<file path="config.mk">
export PLATFORM = sky130hd
export DESIGN_NAME = spi_register_controller
export DESIGN_NICKNAME = d
export VERILOG_FILES = /design/src/rtl/spi_pkg.sv /design/src/rtl/spi_regbank.sv /design/src/rtl/spi_register_controller.sv
export SDC_FILE = /design/constraint.sdc
export NUM_CORES = 1
export LEC_CHECK = 0
export ABC_AREA = 0
export BUFFER_PORTS_ARGS = -buffer_cell sky130_fd_sc_hd__buf_2
export CAP_MARGIN = 10
export CORE_AREA = 2 2 144 146
export DETAILED_ROUTE_END_ITERATION = 8
export DIE_AREA = 0 0 146 148
export PLACE_DENSITY = 0.7
export SLEW_MARGIN = 5
export SYNTH_ARGS = -nofsm -noshare
export SYNTH_HDL_FRONTEND = slang
export SYNTH_SLANG_ARGS = --single-unit
</file>
<file path="constraint.sdc">
create_clock -name i_clk -period 4.6 [get_ports i_clk]
set_clock_uncertainty 0.1 [all_clocks]
set_input_delay 0.46 -clock i_clk [delete_from_list [all_inputs] [get_ports i_clk]]
set_output_delay 0.46 -clock i_clk [all_outputs]
set_load 0.05 [all_outputs]
</file>
<file path="src/rtl/spi_pkg.sv">
// Shared types and constants for the SPI register controller.
package spi_pkg;

    // Frame sequencing states.
    typedef enum logic [1:0] {
        IDLE  = 2'd0,
        CMD   = 2'd1,
        WRITE = 2'd2,
        READ  = 2'd3
    } spi_state_e;

    // Command byte layout: read flag on top, start address below it.
    localparam int CMD_READ_BIT = 7;
    localparam int CMD_ADDR_W   = 7;

    // True when a 7-bit bus address maps onto an implemented register.
    function automatic logic addr_in_range(input logic [CMD_ADDR_W-1:0] addr, input int num_regs);
        return int'(addr) < num_regs;
    endfunction

endpackage

</file>
<file path="src/rtl/spi_regbank.sv">
// Register bank with an SPI port and a fabric port; SPI writes win on collision.
import spi_pkg::*;

module spi_regbank #(
    parameter int NUM_REGS = 16,
    parameter int ADDR_W   = $clog2(NUM_REGS)
) (
    input  logic                  i_clk,
    input  logic                  i_reset,
    input  logic                  i_spi_we,
    input  logic [CMD_ADDR_W-1:0] i_spi_addr,
    input  logic [7:0]            i_spi_wdata,
    output logic [7:0]            o_spi_rdata,
    output logic                  o_spi_in_range,
    input  logic                  i_host_we,
    input  logic [ADDR_W-1:0]     i_host_addr,
    input  logic [7:0]            i_host_wdata,
    output logic [7:0]            o_host_rdata
);

    // Flat view of every register, used by both read muxes.
    logic [NUM_REGS*8-1:0] regs_flat;
    logic                  host_in_range;

    for (genvar gi = 0; gi < NUM_REGS; gi++) begin : g_reg
        logic       spi_hit;
        logic       host_hit;
        logic [7:0] reg_q;

        assign spi_hit  = i_spi_we && (i_spi_addr == CMD_ADDR_W'(gi));
        assign host_hit = i_host_we && (i_host_addr == ADDR_W'(gi));

        // One storage byte; the SPI port takes priority over the host port.
        always_ff @(posedge i_clk or posedge i_reset) begin
            if (i_reset) begin
                reg_q <= 8'h00;
            end else if (spi_hit) begin
                reg_q <= i_spi_wdata;
            end else if (host_hit) begin
                reg_q <= i_host_wdata;
            end
        end

        assign regs_flat[gi*8 +: 8] = reg_q;
    end

    assign o_spi_in_range = addr_in_range(i_spi_addr, NUM_REGS);
    assign host_in_range  = int'(i_host_addr) < NUM_REGS;

    // Combinational read muxes; unimplemented addresses read as zero.
    always_comb begin
        o_spi_rdata  = 8'h00;
        o_host_rdata = 8'h00;
        if (o_spi_in_range) begin
            o_spi_rdata = regs_flat[int'(i_spi_addr)*8 +: 8];
        end
        if (host_in_range) begin
            o_host_rdata = regs_flat[int'(i_host_addr)*8 +: 8];
        end
    end

endmodule

</file>
<file path="src/rtl/spi_register_controller.sv">
// Turns SPI chip-select frames into register-bank reads and writes.
import spi_pkg::*;

module spi_register_controller #(
    parameter  int         NUM_REGS    = 16,
    parameter  logic [7:0] STATUS_BYTE = 8'hA5,
    localparam int         ADDR_W      = $clog2(NUM_REGS)
) (
    input  logic              i_clk,
    input  logic              i_reset,
    input  logic [7:0]        i_rx_byte,
    input  logic              i_rx_dv,
    input  logic              i_spi_active,
    output logic [7:0]        o_tx_byte,
    output logic              o_tx_dv,
    input  logic              i_host_we,
    input  logic [ADDR_W-1:0] i_host_addr,
    input  logic [7:0]        i_host_wdata,
    output logic [7:0]        o_host_rdata,
    output logic              o_spi_wr_strobe,
    output logic [6:0]        o_spi_wr_addr,
    output logic              o_error
);

    spi_state_e            state_q, state_d;
    logic [CMD_ADDR_W-1:0] addr_q, addr_d;
    logic                  active_q;
    logic [7:0]            tx_byte_q, tx_byte_d;
    logic                  tx_dv_q, tx_dv_d;
    logic                  wr_strobe_q, wr_strobe_d;
    logic [6:0]            wr_addr_q, wr_addr_d;
    logic                  error_q, error_d;

    logic                  spi_we;
    logic [CMD_ADDR_W-1:0] spi_addr;
    logic [7:0]            spi_rdata;
    logic                  spi_in_range;

    spi_regbank #(
        .NUM_REGS (NUM_REGS),
        .ADDR_W   (ADDR_W)
    ) u_regbank (
        .i_clk          (i_clk),
        .i_reset        (i_reset),
        .i_spi_we       (spi_we),
        .i_spi_addr     (spi_addr),
        .i_spi_wdata    (i_rx_byte),
        .o_spi_rdata    (spi_rdata),
        .o_spi_in_range (spi_in_range),
        .i_host_we      (i_host_we),
        .i_host_addr    (i_host_addr),
        .i_host_wdata   (i_host_wdata),
        .o_host_rdata   (o_host_rdata)
    );

    // State and output registers; reset aborts any frame in flight.
    always_ff @(posedge i_clk or posedge i_reset) begin
        if (i_reset) begin
            state_q     <= IDLE;
            addr_q      <= '0;
            active_q    <= 1'b0;
            tx_byte_q   <= 8'h00;
            tx_dv_q     <= 1'b0;
            wr_strobe_q <= 1'b0;
            wr_addr_q   <= 7'd0;
            error_q     <= 1'b0;
        end else begin
            state_q     <= state_d;
            addr_q      <= addr_d;
            active_q    <= i_spi_active;
            tx_byte_q   <= tx_byte_d;
            tx_dv_q     <= tx_dv_d;
            wr_strobe_q <= wr_strobe_d;
            wr_addr_q   <= wr_addr_d;
            error_q     <= error_d;
        end
    end

    // Frame sequencing: command parse, then streaming writes or reads.
    always_comb begin
        state_d     = state_q;
        addr_d      = addr_q;
        tx_byte_d   = tx_byte_q;
        tx_dv_d     = 1'b0;
        wr_strobe_d = 1'b0;
        wr_addr_d   = wr_addr_q;
        error_d     = error_q;
        spi_we      = 1'b0;
        // The command byte itself carries the first read address.
        spi_addr    = (state_q == CMD) ? i_rx_byte[CMD_ADDR_W-1:0] : addr_q;

        if (!i_spi_active) begin
            state_d = IDLE;
        end else if (!active_q) begin
            // Status byte goes out while the command byte is shifting in.
            state_d   = CMD;
            tx_byte_d = STATUS_BYTE;
            tx_dv_d   = 1'b1;
        end else if (i_rx_dv) begin
            unique case (state_q)
                CMD: begin
                    if (i_rx_byte[CMD_READ_BIT]) begin
                        state_d   = READ;
                        tx_byte_d = spi_rdata;
                        tx_dv_d   = 1'b1;
                        addr_d    = spi_addr + 7'd1;
                        if (!spi_in_range) error_d = 1'b1;
                    end else begin
                        state_d = WRITE;
                        addr_d  = spi_addr;
                    end
                end
                WRITE: begin
                    if (spi_in_range) begin
                        spi_we      = 1'b1;
                        wr_strobe_d = 1'b1;
                        wr_addr_d   = addr_q;
                    end else begin
                        error_d = 1'b1;
                    end
                    addr_d = addr_q + 7'd1;
                end
                READ: begin
                    tx_byte_d = spi_rdata;
                    tx_dv_d   = 1'b1;
                    addr_d    = addr_q + 7'd1;
                    if (!spi_in_range) error_d = 1'b1;
                end
                default: begin
                    state_d = state_q;
                end
            endcase
        end
    end

    assign o_tx_byte       = tx_byte_q;
    assign o_tx_dv         = tx_dv_q;
    assign o_spi_wr_strobe = wr_strobe_q;
    assign o_spi_wr_addr   = wr_addr_q;
    assign o_error         = error_q;

endmodule

</file>
## Word level (Yosys, flattened, before mapping)

Index checks and enable logic that the tools add are counted.

- Add/subtract/negate cells: 2
- Reductions and logical operators: 57
- Muxes and demuxes: 58
- Order comparisons: 1
- Equal/unequal tests: 39
- Shift operators: 2

Operators with widths:

| operator | number |
|---|---|
| $mux 8 | 36 |
| $shiftx 128x11->8 | 1 |
| $shiftx 128x8->8 | 1 |
| $eq 7x4->1 const B | 8 |
| $reduce_bool 2->1 | 17 |
| $eq 4x4->1 const B | 8 |
| $logic_and 1x1->1 | 32 |
| $eq 7x3->1 const B | 4 |
| $eq 4x3->1 const B | 4 |
| $pmux 8 s2 | 1 |
| $add 7x1->7 const B | 2 |
| $eq 7x2->1 const B | 2 |
| $mux 7 | 2 |
| $pmux 7 s2 | 1 |
| $mux 1 | 12 |
| $reduce_and 5->1 | 2 |
| $eq 4x2->1 const B | 2 |
| $mux 2 | 4 |
| $reduce_and 4->1 | 2 |
| $eq 7x1->1 const B | 1 |
| $logic_not 7->1 | 1 |
| $lt 7x5->1 const B | 1 |
| $ne 3x3->1 const B | 2 |
| $eq 2x2->1 const B | 2 |
| other kinds (9) | 11 |

- Word-level logic and storage cells: 183
- Bits of input ports: 25
- Output and inout port bits: 26
- Flip-flop bits (word level): 156

## Longest topological paths before layout

Gate-level depths: netlist of run 1.

- Depth in word-level cells: 10
- Gate-level depth with buffers: 12
- Depth with buffers taken out: 9

## Modules after synthesis

From an unflattened synthesis of run 1, not the netlist that was laid out.

- Cells, all modules: 910
- Area total of the unflattened synthesis: 9806.9 µm²

By module, submodules not included:

| module | sequential area each (µm²) | times used | cells each | area an instance (µm²) |
|---|---|---|---|---|
| spi_regbank | 3203.1 | 1 | 754 | 8281.7 |
| spi_register_controller | 700.7 | 1 | 156 | 1525.2 |

## Least setup slack after synthesis of run 1

OpenSTA, ideal clock, no wires.

- Path type: input to output
- From: input i_host_addr[0]
- To: output o_host_rdata[0]
- Data arrival time: 2167 ps
- Buffers on the path: 1
- Cell stages on the path: 3
- Required time: 4040 ps
- Path slack: 1873 ps
- Cell sequence: buf_1 > mux4_2 > mux4_2

- Longest elaborated chain between the ends: 1

Ends and longest elaborated chain:

| what | RTL line | text |
|---|---|---|
| from (decl) | spi_register_controller.sv:17 | `input logic [ADDR_W-1:0] i_host_addr,` |
| $shiftx 128x8->8 | spi_regbank.sv:58 | `o_host_rdata = regs_flat[int'(i_host_addr)*8 +: 8];` |
| to (decl) | spi_register_controller.sv:19 | `output logic [7:0] o_host_rdata,` |

Every way passes these cells.

## Final worst setup path of run 1

- From: register state_q[1]
- To: register u_regbank.g_reg[5].reg_q[3]

- Longest elaborated chain between the ends: 10
- Elaborated cells on any way between the ends: 13
- Classes of those cells: 1 x order compare; 3 x eq/ne; 7 x mux; 2 x reduce/logical

Ends and longest elaborated chain:

| what | RTL line | text |
|---|---|---|
| from (decl) | spi_register_controller.sv:25 | `spi_state_e state_q, state_d;` |
| from (signal assigned) | spi_register_controller.sv:68 | `state_q <= state_d;` |
| $eq 2x1->1 | spi_register_controller.sv:90 | `spi_addr = (state_q == CMD) ? i_rx_byte[CMD_ADDR_W-1:0] : addr_q;` |
| $mux 7 | spi_register_controller.sv:90 |  |
| $lt 7x5->1 | spi_pkg.sv:18 | `return int'(addr) < num_regs;` |
| $mux 1 | spi_register_controller.sv:114 | `if (spi_in_range) begin` |
| $mux 1 | spi_register_controller.sv:100 | `unique case (state_q)` |
| $mux 1 | spi_register_controller.sv:99 | `end else if (i_rx_dv) begin` |
| $mux 1 | spi_register_controller.sv:94 | `end else if (!active_q) begin` |
| $mux 1 | spi_register_controller.sv:92 | `if (!i_spi_active) begin` |
| $logic_and 1x1->1 (*) | spi_regbank.sv:30 | `assign spi_hit = i_spi_we && (i_spi_addr == CMD_ADDR_W'(gi));` |
| $mux 8 / $reduce_bool 2->1 (equally long branches) | -- |  |
| to (signal assigned) | spi_regbank.sv:38 | `reg_q <= i_spi_wdata;` |
| to (signal assigned) | spi_regbank.sv:40 | `reg_q <= i_host_wdata;` |
| to (decl) | spi_regbank.sv:28 | `logic [7:0] reg_q;` |

Every way passes the cells marked *; elsewhere a longest branch is shown, timed or not.
A chain may end at the register's enable or synchronous reset.

==> flow_summary_export.csv, run 1 <==
group,metric,value,unit
drt,drt-vias-per-instance,6.231,
sta,timing.fmax,289.3,MHz
pwr,switching_power,1.914,mW
pwr,seqPwrFrac,0.394,
die,io_pins,51,
clock_network,insertion_delay,0.44,ns
sta,drv_slew,0,
placed_design,dp.final_hpwl,19990,µm
synthesis,syn_avg_cell_area,10.26,µm²
synthesis,yosysMostFrequentCell,"mux2i_1",
critical_path,critical_path_peak_fanout,37,
sta,hold_violations,0,
synthesis,yosys.area.top_type,"dfrtp_1",
clock_network,cts.sinks,156,
global_route,antenna_found_initial,0,
pwr,clkPwrFrac,0.280,
layout,fillers,1779,
drt,first_pass_iters,7,
clock_network,clockRootBuffer,"clkbuf_16",
die,die_area,21610,µm²
pwr,p_int,3.198,mW
critical_path,setup.worst_path.class,"flip-flop to flip-flop",
layout,syn_to_final_growth,9.485,%
critical_path,reg2regPathDepth,7,
synthesis,async_flop_share,1.000,
clock_network,htreeDepth,4,
die,dieHeight,148,µm
global_route,grt_pass1_wl,43840,µm
drt,ant_nets,0,
global_route,grt_overflow,0,
critical_path,worst_setup_path_start_kind,"flip-flop",
synthesis,ys_types,49,
clock_network,cts_hold_buffers,0,
global_route,track_usage,0.2678,
synthesis,synth_cells,945,
synthesis,synth_ff_type,"dfrtp_1",
clock_network,cts_buffers,17,
global_route,grt_max_degree,89,
die,initial_core_util,0.4838,
die,design.core.area,20040,µm²
layout,final_core_util,0.5297,
pwr,sw_frac_of_total,0.3744,
die,die_w,146,µm
clock_network,post-cts-setup-buffers,0,
critical_path,cp.arrival,3.63,ns
sta,slew_headroom,0.2574,
drt,first_iter_violations,855,
hold_path,min_path_type,"input pin to asynchronous set/reset pin",
layout,drive_above_1_share,0.1660,
drt,wl_per_cell,23.04,µm
layout,diodes,0,
pwr,comb_power_share,0.326,
synthesis,synth_top_area_frac,0.4026,
placed_design,portBuffers,50,
critical_path,rrSetupSlack,1.14,ns
drt,wirelength,28430,µm
layout,seqCellArea,3904,µm²
synthesis,synth_nets,975,
critical_path,crit_path_end_kind,"flip-flop",
clock_network,cts.reportedPaths.clkPinSlew,0.07,ns
sta,tns,0,ns
sta,min_period_over_period,0.7516,
placed_design,gp_congestion,1.032,
pwr,peakVddDrop,258.8,µV
synthesis,ys_seq_area_frac,0.4026,
clock_network,cts_resized,0,
layout,nets,981,
global_route,grt_pass1_vias,7112,
drt,vias,7689,
layout,multiInputGateArea,5406,µm²
synthesis,yosys-top-cells-area,"dfrtp_1 (40%), mux2i_1 (20%), mux4_2 (9.3%)",
synthesis,synth_common_cells,"mux2i_1 (198), dfrtp_1 (156), nand2_1 (133)",
pwr,power.density,481.5,nW/µm²
outcome,status,"finished clean",
sta,setup_viol,0,
clock_network,cts_buffer_depth,2,
die,rows,52,
critical_path,cp_data_required_time,4.77,ns
synthesis,yosysWarnings,0,
synthesis,synth_edf_count,0,
drt,drc_errors,0,
job,drv_cap,0,
sta,rsz0062_at_grt,"no",
synthesis,synth-seq-cells,156,
clock_network,cts_tree,"yes",
pwr,p_leak,4.558,nW
sta,fin_crit,3.457,ns
synthesis,syn_area,9696,µm²
sta,worstMarginPinSlew,1.110,ns
==> state kept, by name, summed over array words and instances, names as in the netlist <==
name	flops
u_regbank.g.reg_q	128
o_tx_byte	8
o_spi_wr_addr	7
state_q	2
o_error	1
active_q	1
addr_q	7
o_spi_wr_strobe	1
o_tx_dv	1
==> cells in the final DEF, fill, tap and decap left out, types with 2 or more instances in the layout <==
cell / netlist / final
inv_6: 2 / 3
a21oi_1: 42 / 42
ha_1: 5 / 5
dfrtp_1: 156 / 156
or3_1: 3 / 3
nor3_4: 5 / 5
and3_1: 5 / 5
buf_4: 2 / 9
nand3_1: 12 / 12
clkinv_4: 0 / 5
inv_1: 3 / 2
nand2_1: 133 / 133
nor2b_1: 5 / 5
clkbuf_8: 0 / 2
nor3_1: 3 / 3
nor3_2: 7 / 7
nand2b_1: 4 / 4
nor2_1: 58 / 58
clkinvlp_4: 0 / 4
nand3b_1: 3 / 3
mux2i_1: 198 / 198
xor2_1: 3 / 3
bufinv_16: 0 / 2
buf_2: 18 / 50
mux2_2: 5 / 5
a221oi_1: 2 / 2
clkbuf_16: 0 / 17
o22ai_1: 34 / 34
mux4_2: 40 / 40
xnor2_1: 3 / 3
o21ai_1: 33 / 33
o21ai_0: 79 / 79
nor4_1: 9 / 9
mux2i_4: 3 / 3
==> power by group through the flow <==
stage	sequential, mW	combinational, mW	clock (mW)
finish	2.01	1.67	1.43
global route	2.04	1.78	1.50
CTS	2.00	1.65	1.44
detailed placement	2.02	1.65	0
global placement	2.01	1.61	0
floorplan	1.95	1.26	0
==> layout make-up <==
class | instances | area share
Clock buffer | 20 | 0.04302
Timing Repair Buffer | 60 | 0.03182
Inverter | 5 | 0.003065
Clock inverter | 12 | 0.01320
Multi-Input combinational cell | 711 | 0.5093
Sequential cell | 156 | 0.3678
Tap cell | 270 | 0.03182
==> per-stage QoR <==
| stage | cell area, µm² | worst slack (ns) | hold WS, ns | std cells | power, mW |
|---|---|---|---|---|---|
| global placement | 10020 | 1.252 | 0.3510 | 1202 | 3.627 |
| floorplan | 9699 | 1.873 | 0.3914 | 945 | 3.215 |
| global route | 10620 | 0.8047 | 0.1140 | 1234 | 5.323 |
| finish | 10620 | 1.143 | 0.04871 | 1234 | 5.112 |
| CTS | 10620 | 1.175 | 0.09183 | 1234 | 5.091 |
| detailed placement | 10020 | 1.165 | 0.3532 | 1202 | 3.670 |
==> layer usage <==
| metal | up-vias | GRT usage | share of wire |
|---|---|---|---|
| met4 | 0 | 0.09612 | 0.030 |
| met3 | 76 | 0.05525 | 0.077 |
| li1 | 3463 | - | - |
| met5 | - | 0 | 0 |
| met2 | 351 | 0.4295 | 0.48 |
| met1 | 3799 | 0.3637 | 0.41 |
==> cells by family (layout without fill, tap and decap cells) <==
kind of cell | Yosys count | count (layout) | share of synthesized area
AND/OR/NAND/NOR | 256 | 256 | 0.1256
flip-flops | 156 | 156 | 0.4026
buffers and inverters | 78 | 97 | 0.03975
multiplexers | 246 | 246 | 0.3101
XOR/XNOR | 6 | 6 | 0.005421
adder cells (fa/ha/maj) | 5 | 5 | 0.006452
AO/OA/AOI/OAI | 198 | 198 | 0.1101
==> worst max-delay path: stages (launching register included) <==
cell,delay [ns]
dfrtp_1,0.70
nand2b_4,0.37
mux2i_4,0.19
inv_6,0.42
ha_1,0.26
nand2_1,0.13
nor3_2,0.88
o21ai_0,0.22
==> final timing paths <==
check	from	end
max reg2reg	state_q[1]$_DFFE_PP0P_	u_regbank.g_reg[5].reg_q[3]$_DFFE_PP0P_
max in group asynchronous	i_reset	u_regbank.g_reg[12].reg_q[1]$_DFFE_PP0P_
min in group i_clk	i_spi_active	active_q$_DFF_PP0_
min reg2reg	o_error$_DFFE_PP0P_	o_error$_DFFE_PP0P_
min	i_reset	o_tx_byte[7]$_DFFE_PP0P_
max	state_q[1]$_DFFE_PP0P_	u_regbank.g_reg[5].reg_q[3]$_DFFE_PP0P_
Note: power is estimated with default switching activity, not from simulation.
==> inputs of run 2 (changes only) <==
- clock period: 4.6 -> 3.1 ns (I/O delays scaled with it)
==> run 2 against run 1 <==
Worst setup slack worse by 0.97 ns. Non-clock buffer count is 36 higher. Sequential power is 49% higher. Sequential cell count stayed put. First-iteration DRC count is 18% higher. Critical path depth is 1 higher. Power is 53% higher. Hold slack better by 0.037 ns. Combinational power is 55% higher. Count of clock-buffer cells in the layout is 1 lower.
==> flow_summary_export.csv, run 2 (synthesis results as in run 1) <==
group,metric,value,unit
pwr,power,7.843,mW
critical_path,crit_path_end_kind,"flip-flop",
die,design.core.area,20040,µm²
clock_network,cts_buffers,17,
layout,design_area,10950,µm²
layout,diodes,0,
drt,first_iter_violations,1008,
layout,largest_reg_flops,128,
critical_path,critical_path_peak_fanout,37,
drt,wirelength,29560,µm
critical_path,setup.worst_path.class,"flip-flop to flip-flop",
sta,hold-worst-slack,0.08598,ns
drt,first_pass_iters,5,
global_route,grt_max_degree,41,
placed_design,dpl_cell_area,10310,µm²
layout,layout_common_cells,"mux2i_1 (198), dfrtp_1 (156), nand2_1 (133)",
die,rows,52,
sta,rsz0062_at_grt,"no",
clock_network,cts_tree,"yes",
critical_path,cp.arrival,3.14,ns
pwr,peakVddDrop,399.2,µV
critical_path,cp_data_required_time,3.32,ns
die,die_w,146,µm
placed_design,gp_congestion,0.8997,
outcome,status,"finished clean",
clock_network,cts_resized,0,
sta,worstMarginPinSlew,1.330,ns
layout,nets,1017,
die,io_pins,51,
sta,timing.fmax,342.1,MHz
sta,fin_crit,2.923,ns
drt,wl_per_cell,23.27,µm
die,die_area,21610,µm²
pwr,power.density,716.1,nW/µm²
sta,slew_headroom,0.1104,
global_route,antenna_found_initial,0,
die,dieHeight,148,µm
critical_path,worst_setup_path_start_kind,"flip-flop",
placed_design,portBuffers,50,
sta,setup_viol,0,
sta,drv_slew,0,
clock_network,cts_buffer_depth,2,
clock_network,insertion_delay,0.43,ns
drt,ant_nets,0,
global_route,track_usage,0.2810,
clock_network,cts.sinks,156,
layout,drive_above_1_share,0.1930,
pwr,p_leak,4.762,nW
die,initial_core_util,0.4838,
clock_network,cts.reportedPaths.clkPinSlew,0.06,ns
placed_design,dp.final_hpwl,20810,µm
sta,min_period_over_period,0.9429,
clock_network,clockRootBuffer,"clkbuf_16",
global_route,grt_overflow,0,
sta,tns,0,ns
global_route,grt_pass1_vias,7744,
clock_network,htreeDepth,4,
drt,drt-vias-per-instance,6.235,
job,drv_cap,0,
layout,syn_to_final_growth,12.97,%
layout,top_register,"u_regbank.g.reg_q",
global_route,grt_pass1_wl,46010,µm
hold_path,min_path_type,"input pin to flip-flop",
drt,vias,7918,
sta,hold_violations,0,
drt,drc_errors,0,
layout,final_common_cell,"mux2i_1",
==> run 2: cell count changes in the layout (fill, tap and decap cells not counted) <==
cell	before	now
clkinv_2	1	2
clkbuf_8	2	0
clkinv_4	5	2
inv_6	3	5
clkbuf_1	1	2
buf_4	9	40
bufinv_16	2	4
clkinvlp_4	4	3
buf_12	1	4
dlygate4sd3_1	0	2
==> run 2: final cells by class <==
| type | count | area [µm²] |
|---|---|---|
| Fill cell | 1803 | 9086 |
| Multi-Input combinational cell | 711 | 5406 |
| Sequential cell | 156 | 3904 |
| Timing Repair Buffer | 96 | 650.6 |
| Clock buffer | 19 | 432.9 |
| Tap cell | 270 | 337.8 |
| Clock inverter | 13 | 188.9 |
| Inverter | 5 | 32.53 |
==> run 2: path summary, 6_finish.rpt <==
path                                             start                        to  slack, ns  cells after the start
worst max-delay path            state_q[0]$_DFFE_PP0P_  o_tx_byte[4]$_DFFE_PP0P_       0.18                      8
worst min-delay path                           i_rx_dv    state_q[1]$_DFFE_PP0P_       0.09                      3
worst max register to register  state_q[0]$_DFFE_PP0P_  o_tx_byte[4]$_DFFE_PP0P_       0.18                      8
worst min register to register     o_error$_DFFE_PP0P_       o_error$_DFFE_PP0P_       0.37                      1
max in group asynchronous                      i_reset  o_tx_byte[6]$_DFFE_PP0P_       1.64                      4
min in group asynchronous                      i_reset  o_tx_byte[2]$_DFFE_PP0P_       0.53                      3
==> run 2: routing by layer <==
layer	track usage	routed length, µm
met1	0.3630	11950
met2	0.4597	14240
met3	0.06049	2151
met4	0.1228	1212
met5	0	0
==> run 2: through the flow <==
stage               setup WS [ns]    util  cells
detailed placement         0.2211  0.5145   1236
finish                     0.1770  0.5466   1270
floorplan                  0.5914       -    945
global route              0.08482  0.5466   1270
CTS                        0.2161  0.5466   1270
global placement           0.2606  0.5145   1236
==> run 2: what timing repair did <==
action                                 4_1_cts  5_1_grt
endpoints found under the hold margin       30        0
hold buffers                                 2        0
setup buffers                                0        0
==> run 2: report_power, final <==
part	total, mW	internal (mW)	switching, mW
Sequential	3.00	2.50	0.494
Clock	2.25	1.36	0.895
Combinational	2.59	1.10	1.50
Total	7.84	4.96	2.89
==> run 2: critical path, stage by stage (launching register included) <==
cell	delay, ns
dfrtp_1	0.49
nand2b_4	0.25
mux2i_4	0.38
inv_6	0.21
nand2_1	0.24
o22ai_1	0.14
nor4_1	0.71
buf_4	0.22
o21ai_1	0.05
